### src/rtl/autosa_glb_csb_initiator.sv
// CSB initiator: turns single host commands into csb2glb requests and matches the
// returning glb2csb response, with timeout and stray-response accounting.
module autosa_glb_csb_initiator #(
  parameter int unsigned TIMEOUT = 1024
) (
  input  logic        autosa_core_clk,
  input  logic        autosa_core_rstn,
  input  logic        cmd_valid,
  output logic        cmd_ready,
  input  logic        cmd_write,
  input  logic        cmd_nposted,
  input  logic [21:0] cmd_addr,
  input  logic [31:0] cmd_wdat,
  input  logic [3:0]  cmd_wrbe,
  output logic        rsp_valid,
  input  logic        rsp_ready,
  output logic [31:0] rsp_rdat,
  output logic        rsp_error,
  output logic        rsp_timeout,
  output logic        rsp_is_write,
  output logic        csb2glb_req_pvld,
  input  logic        csb2glb_req_prdy,
  output logic [62:0] csb2glb_req_pd,
  input  logic        glb2csb_resp_valid,
  input  logic [33:0] glb2csb_resp_pd,
  output logic [7:0]  stray_cnt
);

  localparam int unsigned DATA_W    = 32;
  localparam int unsigned REQ_PD_W  = 63;
  localparam int unsigned CNT_W     = 16;
  localparam int unsigned STRAY_W   = 8;
  localparam int unsigned PD_WRITE  = 54;
  localparam int unsigned PD_NPOST  = 55;
  localparam int unsigned RSP_ERR   = 32;
  localparam int unsigned RSP_TYPE  = 33;

  localparam logic [CNT_W-1:0]   TO_LAST   = CNT_W'(TIMEOUT - 1);
  localparam logic [STRAY_W-1:0] STRAY_MAX = {STRAY_W{1'b1}};

  typedef enum logic [1:0] {
    ST_IDLE = 2'd0,
    ST_REQ  = 2'd1,
    ST_WAIT = 2'd2,
    ST_RESP = 2'd3
  } state_e;

  state_e                state_q, state_d;
  logic [REQ_PD_W-1:0]   req_pd_q, req_pd_d;
  logic [CNT_W-1:0]      cnt_q, cnt_d;
  logic [DATA_W-1:0]     rsp_rdat_q, rsp_rdat_d;
  logic                  rsp_error_q, rsp_error_d;
  logic                  rsp_timeout_q, rsp_timeout_d;
  logic                  rsp_is_write_q, rsp_is_write_d;
  logic [STRAY_W-1:0]    stray_q, stray_d;
  logic                  issued_write;

  assign issued_write = req_pd_q[PD_WRITE];

  // Next-state and datapath update
  always_comb begin
    state_d        = state_q;
    req_pd_d       = req_pd_q;
    cnt_d          = cnt_q;
    rsp_rdat_d     = rsp_rdat_q;
    rsp_error_d    = rsp_error_q;
    rsp_timeout_d  = rsp_timeout_q;
    rsp_is_write_d = rsp_is_write_q;
    stray_d        = stray_q;

    case (state_q)
      ST_IDLE: begin
        if (cmd_valid) begin
          req_pd_d = {2'b00, cmd_wrbe, 1'b0, cmd_nposted, cmd_write, cmd_wdat, cmd_addr};
          state_d  = ST_REQ;
        end
      end
      ST_REQ: begin
        if (csb2glb_req_prdy) begin
          if (issued_write && !req_pd_q[PD_NPOST]) begin
            state_d = ST_IDLE;
          end else begin
            cnt_d   = '0;
            state_d = ST_WAIT;
          end
        end
      end
      ST_WAIT: begin
        cnt_d = cnt_q + CNT_W'(1);
        // A response in the timeout cycle still wins
        if (glb2csb_resp_valid) begin
          rsp_rdat_d     = issued_write ? '0 : glb2csb_resp_pd[DATA_W-1:0];
          rsp_error_d    = glb2csb_resp_pd[RSP_ERR] | (glb2csb_resp_pd[RSP_TYPE] != issued_write);
          rsp_timeout_d  = 1'b0;
          rsp_is_write_d = issued_write;
          state_d        = ST_RESP;
        end else if (cnt_q == TO_LAST) begin
          rsp_rdat_d     = '0;
          rsp_error_d    = 1'b1;
          rsp_timeout_d  = 1'b1;
          rsp_is_write_d = issued_write;
          state_d        = ST_RESP;
        end
      end
      ST_RESP: begin
        if (rsp_ready) begin
          state_d = ST_IDLE;
        end
      end
      default: begin
        state_d = ST_IDLE;
      end
    endcase

    // Responses arriving outside WAIT are dropped and counted
    if (glb2csb_resp_valid && (state_q != ST_WAIT) && (stray_q != STRAY_MAX)) begin
      stray_d = stray_q + STRAY_W'(1);
    end
  end

  always_ff @(posedge autosa_core_clk or negedge autosa_core_rstn) begin
    if (!autosa_core_rstn) begin
      state_q        <= ST_IDLE;
      req_pd_q       <= '0;
      cnt_q          <= '0;
      rsp_rdat_q     <= '0;
      rsp_error_q    <= 1'b0;
      rsp_timeout_q  <= 1'b0;
      rsp_is_write_q <= 1'b0;
      stray_q        <= '0;
    end else begin
      state_q        <= state_d;
      req_pd_q       <= req_pd_d;
      cnt_q          <= cnt_d;
      rsp_rdat_q     <= rsp_rdat_d;
      rsp_error_q    <= rsp_error_d;
      rsp_timeout_q  <= rsp_timeout_d;
      rsp_is_write_q <= rsp_is_write_d;
      stray_q        <= stray_d;
    end
  end

  assign cmd_ready        = (state_q == ST_IDLE);
  assign csb2glb_req_pvld = (state_q == ST_REQ);
  assign rsp_valid        = (state_q == ST_RESP);
  assign csb2glb_req_pd   = req_pd_q;
  assign rsp_rdat         = rsp_rdat_q;
  assign rsp_error        = rsp_error_q;
  assign rsp_timeout      = rsp_timeout_q;
  assign rsp_is_write     = rsp_is_write_q;
  assign stray_cnt        = stray_q;

endmodule

### config.mk
export PLATFORM = sky130hd
export DESIGN_NAME = autosa_glb_csb_initiator
export DESIGN_NICKNAME = d
export VERILOG_FILES = /design/src/rtl/autosa_glb_csb_initiator.sv
export SDC_FILE = /design/constraint.sdc
export NUM_CORES = 1
export LEC_CHECK = 0
export ABC_CLOCK_PERIOD_IN_PS = 2100
export CAP_MARGIN = 20
export CELL_PAD_IN_SITES_DETAIL_PLACEMENT = 1
export CELL_PAD_IN_SITES_GLOBAL_PLACEMENT = 1
export CORE_MARGIN = 5
export CORE_UTILIZATION = 33
export CTS_CLUSTER_DIAMETER = 150
export DETAILED_ROUTE_END_ITERATION = 8
export MAX_ROUTING_LAYER = met4
export PLACE_DENSITY_LB_ADDON = 0.1
export SETUP_SLACK_MARGIN = 0.15
export SYNTH_ARGS = -nofsm -noshare
export SYNTH_HDL_FRONTEND = slang
export SYNTH_SLANG_ARGS = --single-unit
### constraint.sdc
create_clock -name autosa_core_clk -period 2.1 [get_ports autosa_core_clk]
set_input_delay 0.63 -clock autosa_core_clk [delete_from_list [all_inputs] [get_ports autosa_core_clk]]
set_output_delay 0.63 -clock autosa_core_clk [all_outputs]
set_load 0.02 [all_outputs]
# Yosys cells after proc, flatten, opt, wreduce, memory -nomap -nowiden

Cells that the tools add are included.

Add/sub/neg operators: 2
$mul: 0
Divide/modulo/power cells: 0
Magnitude comparators: 0
Eq/ne operators: 12
Shift-type cells: 0
Mux-type cells: 18
Bitwise gates (word level): 1
Reduce and logical (&&, ||, !) cells: 11

Operators by type and width:

| operator                | number |
|---|---|
| $mux W32                | 3 |
| $mux W16                | 2 |
| $pmux W16 S2            | 1 |
| $add A16 B1 Y16 const B | 1 |
| $eq A16 B10 Y1 const B  | 1 |
| $mux W2                 | 6 |
| $add A8 B1 Y8 const B   | 1 |
| $ne A8 B8 Y1 const B    | 1 |
| $pmux W2 S4             | 1 |
| $ne A2 B2 Y1 const B    | 3 |
| $mux W1                 | 5 |
| $eq A2 B2 Y1 const B    | 2 |
| $ne A2 B1 Y1 const B    | 2 |
| $reduce_and A2 Y1       | 2 |
| $reduce_and A4 Y1       | 1 |
| $reduce_bool A2 Y1      | 2 |
| $logic_and A1 B1 Y1     | 3 |
| $ne A3 B3 Y1 const B    | 1 |
| $reduce_and A3 Y1       | 1 |
| $eq A2 B1 Y1 const B    | 1 |
| $logic_not A2 Y1        | 1 |
| $logic_not A1 Y1        | 1 |
| $ne A1 B1 Y1            | 1 |
| $or A1 B1 Y1            | 1 |

Register bits after elaboration: 121
Bits in latches: 0
Memory bits (writable): 0
Memory bits (read-only): 0
Input port bits: 100
Output and inout port bits: 109
Logic and storage cells: 52
Memories kept: 0

# Logic depth before layout (Yosys ltp)

Word-level depth: 5
Depth in mapped cells: 7
Gate-level depth less buffers: 5

# Worst setup path before layout

OpenSTA, ideal clock, no wires.

Path kind: flip-flop to flip-flop
Start point: register state_q[0]
End point: register req_pd_q[0], in the netlist csb2glb_req_pd[0]
Library setup time: 0.125 ns
Data arrival time: 1.689 ns
Required time: 1.975 ns
Setup slack: 0.286 ns
Stages on the path, launching flop included: 7
Buffers on the path: 3
Period minus slack after synthesis: 1.814 ns
Cells stage by stage: dfrtp_1 -> buf_2 -> nor2_1 -> and2_1 -> clkbuf_1 -> buf_2 -> mux2_2

Cells in the longest elaborated chain, start to end: 2

Ends and longest elaborated chain:

| element                     | RTL line | RTL |
|---|---|---|
| start, declared             | 48       | `state_e state_q, state_d;` |
| start signal, assigned      | 132      | `state_q <= state_d;` |
| $logic_not A2 Y1            | --       |  |
| via cmd_ready               | 9        | `output logic cmd_ready,` |
| $reduce_and A2 Y1 (no line) | --       |  |
| end signal, assigned        | 133      | `req_pd_q <= req_pd_d;` |
| end, declared               | 49       | `logic [REQ_PD_W-1:0] req_pd_q, req_pd_d;` |

The timed path passes the listed nets, and every way through them passes these cells.
A chain may end at the register's enable or synchronous reset.

# Final worst setup path

Start point: register req_pd_q[54], in the netlist csb2glb_req_pd[54]
End point: output csb2glb_req_pd[54]

RTL lines:

| element       | RTL line | RTL |
|---|---|---|
| end, declared | 23       | `output logic [62:0] csb2glb_req_pd,` |

No word-level cell between the ends.

==> impl_summary.md <==
Status
The run finished with clean final reports.

Timing
Setup repair after global routing could not meet its margin everywhere. The number of slew-limit violations in the final report is 0. The setup violation total in the final timing report is 0. Hold is met by 141 ps. Clock skew on the completed layout was measured at 10.5 ps. The setup total negative slack is 0 ps. The hold violation total from the final report came to 0. The routed design could run at a clock period as short as 1870 ps. Dividing the final minimum period by the clock period gives between 80 and 90%. The maximum clock frequency is 534 MHz.

Power
Per report_power, the clock group accounts for between 20 and 30% of the total. For this design the total switching power over the nets is between 4000 and 5000 uW. The static leakage power is 0.00360 uW. The internal power summed over all cells is ~7600 uW. The power per cell area is 1530 nW/um^2. The worst supply voltage drop on vdd is 0.000713 V. The combinational share of power is 41.4%. The switching part of the total power is 36.0%. The sum of internal, switching and leakage power is 11900 uW. Of the total power, registers draw roughly a third.

Floorplan
The number of top-level design ports is ~210. The row count is 44. The initial core utilization is 33.5%. The die covers 17300 um^2.

Measured along the y axis, the die boundary spans 132 um. The die is ~130 um wide. The core region area is approximately 15000 um^2.

Logic synthesis
The sequential cell area fraction in the yosys report is 62.1%. In this run, synthesis inferred 0 flip-flops with an integrated enable. The summed instance area of the synthesized netlist is 4880 um^2.

The number of instances in the synthesized netlist is about 360. The most frequently used flop master after synthesis is sky130_fd_sc_hd__dfrtp_1. The Yosys step of the flow raised 0 warnings. The count of different cell masters after synthesis is 35.

A synthesized cell averages 13.7 um^2. Synthesis inferred 121 register bits. The proportion of register bits with asynchronous set or reset after synthesis is 100%.

Hold path
The tightest min-delay check is of the input pin to async pin type.

Place
The total of buffers placed on input and output ports is 205. The weighted congestion reported at the end of routability-driven placement is between 0.7 and 0.8. The final HPWL from detailed placement is 11000 um.

Global routing
The pin count of the biggest net entering global routing is between 50 and 60. The wire length of the first global-routing pass is approximately 24000 um. The number of global-route vias before repair is 4380.

The initial antenna violation count is 1. Summed over all layers, the global routing overflow is 0. In the global route stage, overall resource usage came out at a little under a fifth.

Critical path
The kind of start point of the critical path is a register. Measured in cells, the most critical reg-to-reg path has a length of 7. The data required time of the critical path is approximately 1500 ps.

The critical path in this run is classified as register to output pin. The largest individual stage delay along the critical path comes from the cell sky130_fd_sc_hd__dfrtp_1. The start of the worst register-to-register path is cnt_q[1]. STA puts the critical path data arrival time at 1240 ps. The worst-path maximum fanout is 6. Among cell families on the critical path, the largest total delay comes from flip-flops.

The reg-to-reg endpoint is rsp_rdat[30]. Together, buffers and inverters on the worst path number 1. On the worst path, the slowest cell contributes a delay of 470 ps. The register-to-register setup slack is 240 ps. The worst setup path is captured at an output pin. Traced cell by cell, the critical path runs through clkdlybuf4s15_1.

Layout
The area growth from synthesis to layout is 60.6%. Registers take 3030 um^2. The final-layout fill cell count is between 1500 and 2000. The final layout contains between 600 and 700 nets.

The share of post-route cells with drive strength above 1 is 23.0%. The multi-input combinational cells in the finished layout cover a total of approximately 1700 um^2.

Clocking
The total clock buffers created by CTS is 17. After clock tree synthesis, the clock-pin slew on the worst setup and hold paths is 60 ps. The H-tree was split into 4 levels.

TritonCTS built the clock tree. The longest clock path from root to sink contains 2 buffers. The clock drives between 100 and 150 sinks. CTS placed an instance of sky130_fd_sc_hd__clkbuf_16 at the clock tree root. Clock latency on the worst-skew pair, taken at its later pin, is 410 ps.

Routing
The number of remaining DRC errors is 0. The first detailed-routing pass ran for 4 iterations. The number of routed nets with antenna violations is 0. In the final routed layout, each cell accounts on average for 19.2 um. Using the TritonRoute via totals, the vias-per-cell ratio works out to approximately 4.9. The total wirelength of the detailed-routed design is 15100 um. The violation count after the first detailed-routing iteration is 128. The routed via count is 3835.

Run
The reported max-cap violation count is 0.
sequential cells by signal, summed over array words and instances, names as in the netlist, named ones only:
signal and flops:
rsp_timeout 1, rsp_error 1, rsp_rdat 32, csb2glb_req_pd 60
stray_cnt 8, rsp_is_write 1, state_q 1, cnt_q 16
worst max-delay path by stage:
stage / startpoint / endpoint / slack (ps) / cells past startpoint
6_report: csb2glb_req_pd[54] / csb2glb_req_pd[54] / 230 / 1
5_1_grt: cnt_q[1] / rsp_rdat[29] / 120 / 7
4_1_cts: register / cmd_ready / 70 / 2
3_5_place_dp: csb2glb_req_prdy / cnt_q[12] / -230 / 6
3_3_place_gp: csb2glb_req_prdy / cnt_q[14] / -180 / 6
2_1_floorplan: state_q[0] / csb2glb_req_pd[0] / 290 / 6
cells by family (layout without fill, tap and decap cells):
family / Yosys count / in the layout / synth area share [%]
flops: 121 / 121 / 62.1
simple gates: 66 / 66 / 8.11
mux: 63 / 63 / 14.5
compound gates: 61 / 61 / 9.29
buf+inv: 30 / 272 / 3.23
xor+xnor: 12 / 12 / 2.16
fa+ha+maj: 2 / 2 / 0.513
other cells: 1 / 4 / 0.0769
routing by layer:
metal | part of all wire (%) | global-route usage [%] | vias to the layer above
li1 | - | - | 1747
met3 | 8.7 | 8.30 | 24
met5 | 0 | - | -
met2 | 49 | 29.0 | 149
met4 | 1.8 | 6.34 | 0
met1 | 40 | 20.4 | 1915
layout make-up:
cell class	instances	area share (%)
flip-flops and latches	121	38.7
repair buffers	233	28.1
multi-input cells	207	22.0
clock buffers	21	5.88
well taps	184	2.94
clock inverters	9	1.89
inverters	9	0.431
diodes	1	0.0320
timing repair:
action | CTS | global route
setup endpoints to repair | 129 | 31
setup buffers | 0 | 2
pin swaps | 2 | 2
gates resized for setup | 110 | 13
hold buffers | 0 | 0
metrics by stage:
step	instance area [um^2]	instances	utilization, %	setup WS, ps
finish	7830	785	53.9	229
global route	7830	785	53.9	123
CTS	7800	782	53.7	72.1
detailed placement	7310	752	50.3	-234
global placement	7310	752	50.3	-181
floorplan	4880	358	-	286
power by group through the flow:
stage,combinational (uW),sequential (uW),clock [uW]
2_1_floorplan,1610,5100,0
3_3_place_gp,5570,3950,0
3_5_place_dp,5650,4030,0
4_1_cts,5010,3990,3120
5_1_grt,5280,4110,3260
6_report,4940,3970,3040
cell usage after synthesis (all sizes together) (3+ instances only):
library cell,n,area (um^2)
o31ai,8,60.1
nand2,13,48.8
clkbuf,6,22.5
o21ai,5,28.8
buf,15,101
mux2,62,698
xor2,7,61.3
nor3,7,35.0
a22o,32,280
and2,3,18.8
a21oi,14,70.1
dfrtp,121,3030
or4,10,78.8
or3,4,25.0
inv,9,33.8
nand4,6,52.6
nor2,8,30.0
nand3,6,30.0
xnor2,5,43.8
layout by cell type (no fill, tap or decap), types with 5 or more instances in the layout:
cell / n
sky130_fd_sc_hd__nand4_1: 5
sky130_fd_sc_hd__mux2_2: 62
sky130_fd_sc_hd__clkbuf_16: 17
sky130_fd_sc_hd__dlygate4sd2_1: 102
sky130_fd_sc_hd__buf_4: 20
sky130_fd_sc_hd__nor3_1: 7
sky130_fd_sc_hd__nand3_1: 6
sky130_fd_sc_hd__dfrtp_1: 120
sky130_fd_sc_hd__clkdlybuf4s50_1: 98
sky130_fd_sc_hd__xor2_1: 7
sky130_fd_sc_hd__xnor2_1: 5
sky130_fd_sc_hd__o31ai_1: 8
sky130_fd_sc_hd__nor2_1: 7
sky130_fd_sc_hd__buf_12: 6
sky130_fd_sc_hd__a22o_1: 32
sky130_fd_sc_hd__nand2_1: 13
sky130_fd_sc_hd__a21oi_1: 12
sky130_fd_sc_hd__or4_1: 7
sky130_fd_sc_hd__inv_1: 9
No activity file was read; power rests on OpenSTA's default activity.
